`config.mk`:
```
export PLATFORM = sky130hd
export DESIGN_NAME = usb_tx
export DESIGN_NICKNAME = d
export VERILOG_FILES = /design/src/rtl/usb_tx.sv
export SDC_FILE = /design/constraint.sdc
export NUM_CORES = 1
export LEC_CHECK = 0
export CELL_PAD_IN_SITES_DETAIL_PLACEMENT = 1
export CELL_PAD_IN_SITES_GLOBAL_PLACEMENT = 1
export CORE_UTILIZATION = 40
export DETAILED_ROUTE_END_ITERATION = 8
export PLACE_DENSITY = 0.84
export SYNTH_ARGS = -nofsm -noshare
export SYNTH_HDL_FRONTEND = slang
export SYNTH_SLANG_ARGS = --single-unit
```
`constraint.sdc`:
```
create_clock -name clk_i -period 5.2 [get_ports clk_i]
set_clock_uncertainty 0.2 [all_clocks]
set_input_delay 0.78 -clock clk_i [delete_from_list [all_inputs] [get_ports clk_i]]
set_output_delay 0.78 -clock clk_i [all_outputs]
set_load 0.02 [all_outputs]
```
`src/rtl/usb_tx.sv`:
```
// usb_tx: serialises handshake, status and data packets onto an 8-bit stream.
// usb_txd_o carries the byte belonging to the current state; it reads 8'h00 outside packets.
// CRC engines are LSB-first: CRC5 (x^5+x^2+1, init 5'h1F) and CRC16 (0x8005, init 16'hFFFF).
// The transmitted CRC is the complemented register. The CRC5 byte is {3'b000, crc5}.
module usb_tx (
   input  logic        clk_i,
   input  logic        rst_ni,
   input  logic        fs_i,
   output logic        fd_o,
   input  logic [3:0]  btype_i,
   input  logic [15:0] pkt_num_i,
   input  logic [3:0]  dev_idx_i,
   input  logic [3:0]  data_idx_i,
   input  logic [3:0]  dev_stat_i,
   input  logic [7:0]  stat_val_i,
   input  logic [11:0] data_len_i,
   input  logic [11:0] ram_rxa_init_i,
   output logic [11:0] ram_rxa_o,
   input  logic [7:0]  ram_rxd_i,
   output logic [7:0]  usb_txd_o,
   output logic        busy_o,
   output logic        err_o
);

   typedef enum logic [4:0] {
      S_IDLE, S_WAIT, S_SYNC, S_PID, S_SNUM0, S_SNUM1, S_STAT0, S_STAT1, S_CRC5,
      S_DNUM0, S_DNUM1, S_HEAD0, S_HEAD1, S_PDATA, S_CRC160, S_CRC161, S_EROR, S_DONE
   } state_e;

   // One byte through the reflected CRC5 register, LSB first.
   function automatic logic [4:0] crc5_byte(input logic [4:0] crc, input logic [7:0] data);
      logic [4:0] c;
      c = crc;
      for (int i = 0; i < 8; i++) begin
         if (c[0] ^ data[i]) c = (c >> 1) ^ 5'h14;
         else                c = c >> 1;
      end
      return c;
   endfunction

   // One byte through the reflected CRC16 register, LSB first.
   function automatic logic [15:0] crc16_byte(input logic [15:0] crc, input logic [7:0] data);
      logic [15:0] c;
      c = crc;
      for (int i = 0; i < 8; i++) begin
         if (c[0] ^ data[i]) c = (c >> 1) ^ 16'hA001;
         else                c = c >> 1;
      end
      return c;
   endfunction

   // A request is legal for a known packet kind; data packets also need 1..4093 bytes.
   function automatic logic req_legal(input logic [3:0] bt, input logic [11:0] len);
      logic ok;
      case (bt)
         4'h1, 4'h2, 4'h3, 4'h8, 4'h9, 4'hA: ok = 1'b1;
         4'hD, 4'hE:                         ok = (len != 12'd0) && (len <= 12'd4093);
         default:                            ok = 1'b0;
      endcase
      return ok;
   endfunction

   state_e      state_q, state_d;
   logic [3:0]  btype_q, dev_idx_q, data_idx_q, dev_stat_q;
   logic [15:0] pkt_num_q;
   logic [7:0]  stat_val_q;
   logic [11:0] len_q, cnt_q, ram_rxa_q;
   logic [4:0]  crc5_q;
   logic [15:0] crc16_q;
   logic [7:0]  txd_q, txd_d;
   logic        fd_q, busy_q, busy_d, err_q;
   logic        start_s, crc5_en_s, crc16_en_s;
   logic [7:0]  pid_s;
   logic [3:0]  head_s;
   logic [11:0] len_plus_s;

   assign len_plus_s = len_q + 12'd2;

   // Decode PID byte and status header nibble from the latched packet kind.
   always_comb begin
      pid_s  = 8'h00;
      head_s = 4'h0;
      case (btype_q)
         4'h1:    pid_s = 8'h2D;
         4'h2:    pid_s = 8'hA5;
         4'h3:    pid_s = 8'hE1;
         4'h8:    begin pid_s = 8'hD2; head_s = 4'hD; end
         4'h9:    begin pid_s = 8'hD2; head_s = 4'h1; end
         4'hA:    begin pid_s = 8'hD2; head_s = 4'h9; end
         4'hD:    pid_s = 8'h96;
         4'hE:    pid_s = 8'h5A;
         default: pid_s = 8'h00;
      endcase
   end

   // Next-state logic; the byte and CRC enables follow from the state being entered.
   always_comb begin
      state_d    = state_q;
      start_s    = 1'b0;
      txd_d      = 8'h00;
      crc5_en_s  = 1'b0;
      crc16_en_s = 1'b0;
      case (state_q)
         S_IDLE:  state_d = S_WAIT;
         S_WAIT: begin
            if (fs_i && req_legal(btype_i, data_len_i)) begin
               state_d = S_SYNC;
               start_s = 1'b1;
            end else if (fs_i) begin
               state_d = S_EROR;
            end else begin
               state_d = S_WAIT;
            end
         end
         S_SYNC:  state_d = S_PID;
         S_PID: begin
            case (btype_q)
               4'h8, 4'h9, 4'hA: state_d = S_SNUM0;
               4'hD, 4'hE:       state_d = S_DNUM0;
               default:          state_d = S_DONE;
            endcase
         end
         S_SNUM0:  state_d = S_SNUM1;
         S_SNUM1:  state_d = S_STAT0;
         S_STAT0:  state_d = S_STAT1;
         S_STAT1:  state_d = S_CRC5;
         S_CRC5:   state_d = S_DONE;
         S_DNUM0:  state_d = S_DNUM1;
         S_DNUM1:  state_d = S_HEAD0;
         S_HEAD0:  state_d = S_HEAD1;
         S_HEAD1:  state_d = S_PDATA;
         S_PDATA: begin
            if (cnt_q == len_q) state_d = S_CRC160;
            else                state_d = S_PDATA;
         end
         S_CRC160: state_d = S_CRC161;
         S_CRC161: state_d = S_DONE;
         S_EROR:   state_d = S_DONE;
         S_DONE: begin
            if (fs_i) state_d = S_DONE;
            else      state_d = S_WAIT;
         end
         default:  state_d = S_IDLE;
      endcase

      case (state_d)
         S_SYNC:   txd_d = 8'h0F;
         S_PID:    txd_d = pid_s;
         S_SNUM0:  txd_d = pkt_num_q[15:8];
         S_SNUM1:  begin txd_d = pkt_num_q[7:0];         crc5_en_s  = 1'b1; end
         S_STAT0:  begin txd_d = {head_s, dev_idx_q};    crc5_en_s  = 1'b1; end
         S_STAT1:  begin txd_d = stat_val_q;             crc5_en_s  = 1'b1; end
         S_CRC5:   txd_d = {3'b000, ~crc5_q};
         S_DNUM0:  txd_d = {4'h0, len_plus_s[11:8]};
         S_DNUM1:  begin txd_d = len_plus_s[7:0];        crc16_en_s = 1'b1; end
         S_HEAD0:  begin txd_d = {4'h3, dev_idx_q};      crc16_en_s = 1'b1; end
         S_HEAD1:  begin txd_d = {data_idx_q, dev_stat_q}; crc16_en_s = 1'b1; end
         S_PDATA:  begin txd_d = ram_rxd_i;              crc16_en_s = 1'b1; end
         S_CRC160: txd_d = ~crc16_q[15:8];
         S_CRC161: txd_d = ~crc16_q[7:0];
         default:  txd_d = 8'h00;
      endcase
   end

   assign busy_d = !(state_d inside {S_IDLE, S_WAIT, S_EROR, S_DONE});

   // State register and registered outputs.
   always_ff @(posedge clk_i or negedge rst_ni) begin
      if (!rst_ni) begin
         state_q <= S_IDLE;
         txd_q   <= 8'h00;
         busy_q  <= 1'b0;
         fd_q    <= 1'b0;
         err_q   <= 1'b0;
      end else begin
         state_q <= state_d;
         txd_q   <= txd_d;
         busy_q  <= busy_d;
         fd_q    <= (state_d == S_DONE);
         if (start_s)                err_q <= 1'b0;
         else if (state_d == S_EROR) err_q <= 1'b1;
         else                        err_q <= err_q;
      end
   end

   // Request fields are captured once at start so later input changes cannot corrupt a packet.
   always_ff @(posedge clk_i or negedge rst_ni) begin
      if (!rst_ni) begin
         btype_q    <= 4'h0;
         pkt_num_q  <= 16'h0000;
         dev_idx_q  <= 4'h0;
         data_idx_q <= 4'h0;
         dev_stat_q <= 4'h0;
         stat_val_q <= 8'h00;
         len_q      <= 12'h000;
      end else if (start_s) begin
         btype_q    <= btype_i;
         pkt_num_q  <= pkt_num_i;
         dev_idx_q  <= dev_idx_i;
         data_idx_q <= data_idx_i;
         dev_stat_q <= dev_stat_i;
         stat_val_q <= stat_val_i;
         len_q      <= data_len_i;
      end else begin
         btype_q    <= btype_q;
      end
   end

   // Payload address runs one cycle ahead of the byte stream to cover the RAM read latency.
   always_ff @(posedge clk_i or negedge rst_ni) begin
      if (!rst_ni) begin
         ram_rxa_q <= 12'h000;
         cnt_q     <= 12'h000;
      end else if (start_s) begin
         ram_rxa_q <= ram_rxa_init_i;
         cnt_q     <= 12'h000;
      end else begin
         if (state_d == S_HEAD1 || state_d == S_PDATA) ram_rxa_q <= ram_rxa_q + 12'd1;
         else                                          ram_rxa_q <= ram_rxa_q;
         if (state_d == S_PDATA) cnt_q <= cnt_q + 12'd1;
         else                    cnt_q <= cnt_q;
      end
   end

   // CRC registers accumulate only the bytes they protect.
   always_ff @(posedge clk_i or negedge rst_ni) begin
      if (!rst_ni) begin
         crc5_q  <= 5'h00;
         crc16_q <= 16'h0000;
      end else if (start_s) begin
         crc5_q  <= 5'h1F;
         crc16_q <= 16'hFFFF;
      end else begin
         if (crc5_en_s)  crc5_q  <= crc5_byte(crc5_q, txd_d);
         else            crc5_q  <= crc5_q;
         if (crc16_en_s) crc16_q <= crc16_byte(crc16_q, txd_d);
         else            crc16_q <= crc16_q;
      end
   end

   assign usb_txd_o = txd_q;
   assign busy_o    = busy_q;
   assign fd_o      = fd_q;
   assign err_o     = err_q;
   assign ram_rxa_o = ram_rxa_q;

endmodule

```
# Word-level counts from Yosys, hierarchy flattened
# Cells that the tools add are included.
dict set report word_totals {
  register_bits 113
  output_inout_bits 23
}
dict set report op_classes {
  n_addsub 3
  n_lt_le_gt_ge 1
  eq_ne 51
  muxes 69
  n_bitwise 35
  reduce_logical 20
}
# op n
set op_table {}
lappend op_table {{16-bit two-way mux} 24}
lappend op_table {{5-bit two-way mux} 27}
lappend op_table {{8-bit case mux with 14 select lines} 1}
lappend op_table {{5-bit by 4-bit == test with 1-bit output (second input constant)} 16}
lappend op_table {{5-bit case mux with 16 select lines} 1}
lappend op_table {{12-bit two-way mux} 4}
lappend op_table {{8-bit case mux with 6 select lines} 1}
lappend op_table {{4-bit == test (second input constant)} 10}
lappend op_table {{5-bit by 3-bit == test with 1-bit output (second input constant)} 8}
lappend op_table {{12-bit by 1-bit adder with 12-bit output (second input constant)} 2}
lappend op_table {{2-bit inverter with 3-bit output} 8}
lappend op_table {{5-bit by 2-bit == test with 1-bit output (second input constant)} 4}
lappend op_table {{5-bit == test (second input constant)} 4}
lappend op_table {{4-bit by 2-bit == test with 1-bit output (second input constant)} 4}
lappend op_table {{1-bit inverter with 2-bit output} 8}
lappend op_table {{8-bit inverter} 2}
lappend op_table {{1-bit bitwise XOR} 16}
lappend op_table {{12-bit by 2-bit adder with 12-bit output (second input constant)} 1}
lappend op_table {{12-bit == test} 1}
lappend op_table {{12-bit less-or-equal comparator (second input constant)} 1}
lappend op_table {{4-bit case mux with 3 select lines} 1}
lappend op_table {{12-bit nonzero test} 1}
lappend op_table {{5-bit by 1-bit == test with 1-bit output (second input constant)} 2}
lappend op_table {{5-bit logical NOT} 2}
lappend op_table {{other kinds (15)} 30}

# Logic depth before layout (Yosys ltp)
dict set report depth {
  depth_word 41
  ltp_mapped 13
}

# Worst setup path before layout
# No wires, ideal clock.
dict set report synth_path {
  path_type {input-to-reg}
  start {input port fs_i}
  end {register crc16_q[0]}
  setup_time_ps 121
  t_arrival_ps 3658
  t_required_ps 4879
  setup_slack_ps 1221
  stages 12
  path_cell_list {nor2b_1 o22ai_1 a222oi_1 a21boi_2 inv_2 and2_4 buf_6 a2111oi_4 xnor2_1 xnor3_2 xnor3_1 o22a_1}
}
dict set report synth_via {
  elab_chain_len 37
  word_cells_on_any_way 57
  classes_between {eq/ne: 14; mux: 32; bitwise: 8; reduce/logical: 3}
}
# element line
set synth_rtl {}
lappend synth_rtl {{start: declaration} 8} ;# input logic fs_i,
lappend synth_rtl {{5-bit two-way mux or 1-bit logical AND (tied branches)} {109, 106}}
lappend synth_rtl {{5-bit two-way mux (*)} 106} ;# if (fs_i && req_legal(btype_i, data_len_i)) begin
lappend synth_rtl {{5-bit case mux with 16 select lines (*)} 103} ;# case (state_q)
lappend synth_rtl {{via state_d[0]} 63} ;# state_e state_q, state_d;
lappend synth_rtl {{5-bit by 4-bit == test with 1-bit output, or another cell as far along} 146} ;# case (state_d)
lappend synth_rtl {{8-bit case mux with 14 select lines} 146}
lappend synth_rtl {{1-bit bitwise XOR} 46} ;# if (c[0] ^ data[i]) c = (c >> 1) ^ 16'hA001;
lappend synth_rtl {{16-bit two-way mux} 46}
lappend synth_rtl {{(+22 left out)} --}
lappend synth_rtl {{1-bit bitwise XOR} 46}
lappend synth_rtl {{16-bit two-way mux} 46}
lappend synth_rtl {{16-bit two-way mux} 236} ;# if (crc16_en_s) crc16_q <= crc16_byte(crc16_q, txd_d);
lappend synth_rtl {{16-bit two-way mux} 230} ;# end else if (start_s) begin
lappend synth_rtl {{1-bit bitwise XOR} 46}
lappend synth_rtl {{16-bit two-way mux} 46}
lappend synth_rtl {{16-bit two-way mux} 236}
lappend synth_rtl {{16-bit two-way mux} 230}
lappend synth_rtl {{end signal: assignment} 236}
lappend synth_rtl {{end signal: assignment} 237} ;# else crc16_q <= crc16_q;
lappend synth_rtl {{end: declaration} 69} ;# logic [15:0] crc16_q;
# The timed path passes the listed nets; every way through them passes the cells marked *. The select of a mux whose other input is x is not followed.
# A chain may end at the register's enable or synchronous reset.

# Worst setup path after layout
dict set report layout_path {
  start {register state_q[3]}
  end {register crc16_q[0]}
}
dict set report layout_via {
  word_cells_on_any_way 71
  classes_between {eq/ne: 31; mux: 28; bitwise: 8; reduce/logical: 4}
}
# element line
set layout_lines {}
lappend layout_lines {{start: declaration} 63}
lappend layout_lines {{start signal: assignment} 176} ;# state_q <= state_d;
lappend layout_lines {{5-bit == test or 5-bit by 4-bit == test with 1-bit output (tied branches)} 103}
lappend layout_lines {{3-bit OR reduction (no source line)} --}
lappend layout_lines {{5-bit case mux with 16 select lines (*)} 103}
lappend layout_lines {{5-bit by 4-bit == test with 1-bit output, or another cell as far along} 146}
lappend layout_lines {{8-bit case mux with 14 select lines (*)} 146}
lappend layout_lines {{via txd_d[6]} 70} ;# logic [7:0] txd_q, txd_d;
lappend layout_lines {{1-bit bitwise XOR (*)} 46}
lappend layout_lines {{16-bit two-way mux (*)} 46}
lappend layout_lines {{16-bit two-way mux (*)} 236}
lappend layout_lines {{16-bit two-way mux (*)} 230}
lappend layout_lines {{1-bit bitwise XOR (*)} 46}
lappend layout_lines {{16-bit two-way mux (*)} 46}
lappend layout_lines {{16-bit two-way mux (*)} 236}
lappend layout_lines {{16-bit two-way mux (*)} 230}
# Marked as above.

==> impl_results.md <==
- PwrDens: between 500 and 600 mW/mm2
- GRT Total Usage: 0.273
- Most common library cell in the layout ignoring fill and taps: dfrtp_1
- R2R Setup Slk: 0.47 ns
- Sink Count: 113
- Die Y: 129 um
- Initial core utilization: 0.415
- Arrival time worst endpoint: around 4.8 ns
- Via density: 5.81
- Mapped Avg Cell Area: around 10 um2
- Synth async-reset ratio: 1.00
- Hold Crit Class: input port to asynchronous set/reset pin
- FP Rows: 45
- Antenna diode count: 0
- Root Driver: clkbuf_16
- Peak VDD IR: 0.278 mV
- Worst Tran Pin Value: slightly below 1 ns
- Fillers: ~1700
- Final Slew Violations: 0
- Die width: between 100 and 150 um
- EDFF count, synth: 0
- Static Leak: 3.27 nW
- Buffers on Ports: 97
- CTS Buf Count: 17
- Routed wire per std cell: around 22 um
- Final global-route overflow total: 0
- DRT Wirelength: 21200 um
- Crit. End Element: flop
- Prevailing post-synth register cell: dfrtp_1
- Reg2Reg Depth: 10
- Synth warn: 0
- Top-Level Pins: between 90 and 100
- Clk_lat worst skew: 0.42 ns
- MaxCap Viol Count: 0
- CP Max Fanout: 24
- Reg2reg start: state_q[3]$_DFF_PN0_
- CP startpoint kind: flop
- First-pass DRT Iterations: 7
- Largest net degree at the start of global routing: 71
- Peak Freq: 211 MHz
- Setup TNS Final: 0 ns
- Unrepaired setup endpoints after global routing: false
- Final Cell Area: between 0.008 and 0.009 mm2
- Post-DP Area: 0.00759 mm2
- Synth cell types: 70
- RD Place Congestion: about 0.95
- Nets: ~800
- Synth-to-Final Area Change: 28.7%
- DR DRC count: 0
- Hold buffer count at CTS: 0
- Sequential-to-total area share from yosys stat: 0.441
- Commonest cells after routing, fill and taps aside: dfrtp_1, clkdlybuf4s50_1, nand2_1, mux2_2, o21ai_0
- Syn Inst Count: approximately 640
- Vias: between 5000 and 6000
- WS Path Type: flop to flop
- Yosys reg bits: 113
- Clk buf depth: 2
- Worst R2R End: crc16_q[0]$_DFFE_PN0P_
- First-pass GRT wire length: between 30000 and 40000 um
- Clk slew on worst S/H paths: roughly 0.050 ns
- Share of cells above drive strength 1: 0.138
- Final Hold Viols: 0
- Slew margin rel.: 0.342
- Post-CTS setup buffers: 0
- Final setup viols: 0
- Period utilization: 0.910
- DRT iter0 DRCs: 418
- Vias in the first global route: 5901
- Post-route ant nets: 0
- H-tree depth: 4
- Die area: roughly 0.017 mm2
- Net Count, Synth: a little over 700
- Status: complete, no violations
- Post-Syn Area: 0.00640 mm2
- Gates resized, CTS repair: 0
- Number of antenna violations at the first check in global routing: 0
- Detailed placement HPWL: 15100 um
- Critical Path RT: about 5.3 ns
- Final Critical Period: around 4.7 ns
- TritonCTS clock tree: built
- CORE AREA: between 0.015 and 0.02 mm2
[metrics by stage]
stage | worst slack (ns) | hold slack [ns] | util | power (mW) | cells
2_1_floorplan | 1.22 | 0.262 | - | 2.84 | 639
5_1_grt | 0.271 | 0.324 | 0.534 | 5.09 | 957
4_1_cts | 0.539 | 0.310 | 0.534 | 4.88 | 957
3_3_place_gp | 0.616 | 0.291 | 0.492 | 3.37 | 926
3_5_place_dp | 0.481 | 0.297 | 0.492 | 3.50 | 926
6_report | 0.470 | 0.295 | 0.534 | 4.88 | 957
[registers in the layout, summed over array words and instances, names as in the netlist, 4 cells and up]
signal / flops
crc16_q: 16
pkt_num_q: 16
cnt_q: 12
len_q: 12
ram_rxa_o: 12
stat_val_q: 8
usb_txd_o: 8
crc5_q: 5
state_q: 5
btype_q: 4
data_idx_q: 4
dev_idx_q: 4
dev_stat_q: 4
[power breakdown]
group / internal [mW] / switching (mW) / total, mW
clock network: 0.907 / 0.420 / 1.33
registers: 1.22 / 0.439 / 1.66
logic: 0.962 / 0.934 / 1.90
total: 3.09 / 1.79 / 4.88
[how the worst max path moves through the flow]
| stage | from | endpoint | slack [ns] | depth (start not counted) |
|---|---|---|---|---|
| final | state_q[3]$_DFF_PN0_ | crc16_q[0]$_DFFE_PN0P_ | 0.47 | 10 |
| after global placement | fs_i | crc16_q[0]$_DFFE_PN0P_ | 0.62 | 13 |
| after CTS | state_q[3]$_DFF_PN0_ | crc16_q[0]$_DFFE_PN0P_ | 0.54 | 10 |
| after floorplan | fs_i | crc16_q[0]$_DFFE_PN0P_ | 1.22 | 12 |
| after detailed placement | fs_i | crc16_q[0]$_DFFE_PN0P_ | 0.48 | 13 |
| after global routing | state_q[3]$_DFF_PN0_ | crc16_q[0]$_DFFE_PN0P_ | 0.27 | 10 |
[cells in the mapped netlist, types with 4 or more instances]
cell       number  area [um2]
dfrtp_1       113        2830
mux2i_1         6        60.1
o2111ai_1       4        35.0
a221oi_1        8        70.1
a21oi_1        30         150
nor3_1         12        60.1
nand2b_1        7        43.8
or3_1           7        43.8
buf_2           7        35.0
and3_1         10        62.6
o21ai_0        48         240
nor4_1          9        56.3
nand3_1        13        65.1
nand4_1        13        81.3
o22ai_1         7        43.8
a211oi_1        6        45.0
xor2_1         35         307
xnor2_1        34         298
xnor3_1         4        90.1
inv_1          13        48.8
mux2_2         52         586
nor2_1         47         176
clkbuf_1       22        82.6
nand2_1        57         214
nor2b_1         5        31.3
[worst max-delay path, stage by stage, from the launching register on]
cell       delay (ns)
dfrtp_1          0.83
or2_0            0.34
nor2_1           0.21
a221o_1          0.37
a2111oi_0        0.72
buf_4            0.24
o221ai_1         0.22
xor2_1           0.52
xnor3_1          0.56
xnor3_1          0.20
o22a_1           0.19
[kinds of logic (layout without fill, tap and decap cells)]
family	after synthesis	in the layout	share of synthesized area
AO/OA/AOI/OAI	138	138	0.140
XOR/XNOR	76	76	0.120
adder cells (fa/ha/maj)	4	4	0.00742
buffers and inverters	47	154	0.0307
flip-flops	113	113	0.441
multiplexers	58	58	0.101
AND/OR/NAND/NOR	203	203	0.160
[layout make-up]
type / instances / area [um2] / area share
clock buffers: 21 / 450 / 0.0546
repair buffers: 108 / 1050 / 0.127
clock inverters: 10 / 208 / 0.0252
well taps: 211 / 264 / 0.0320
inverters: 15 / 56.3 / 0.00683
multi-input cells: 479 / 3390 / 0.411
flip-flops and latches: 113 / 2830 / 0.343
[per-layer routing]
metal	up-vias	routed length (um)	track usage	share of wire
li1	2502	-	-	-
met1	2810	8850	0.339	0.42
met2	201	10600	0.464	0.50
met3	50	1080	0.0516	0.051
met4	0	691	0.118	0.033
met5	-	0	0	0
Note: power is estimated with default switching activity, not from simulation.
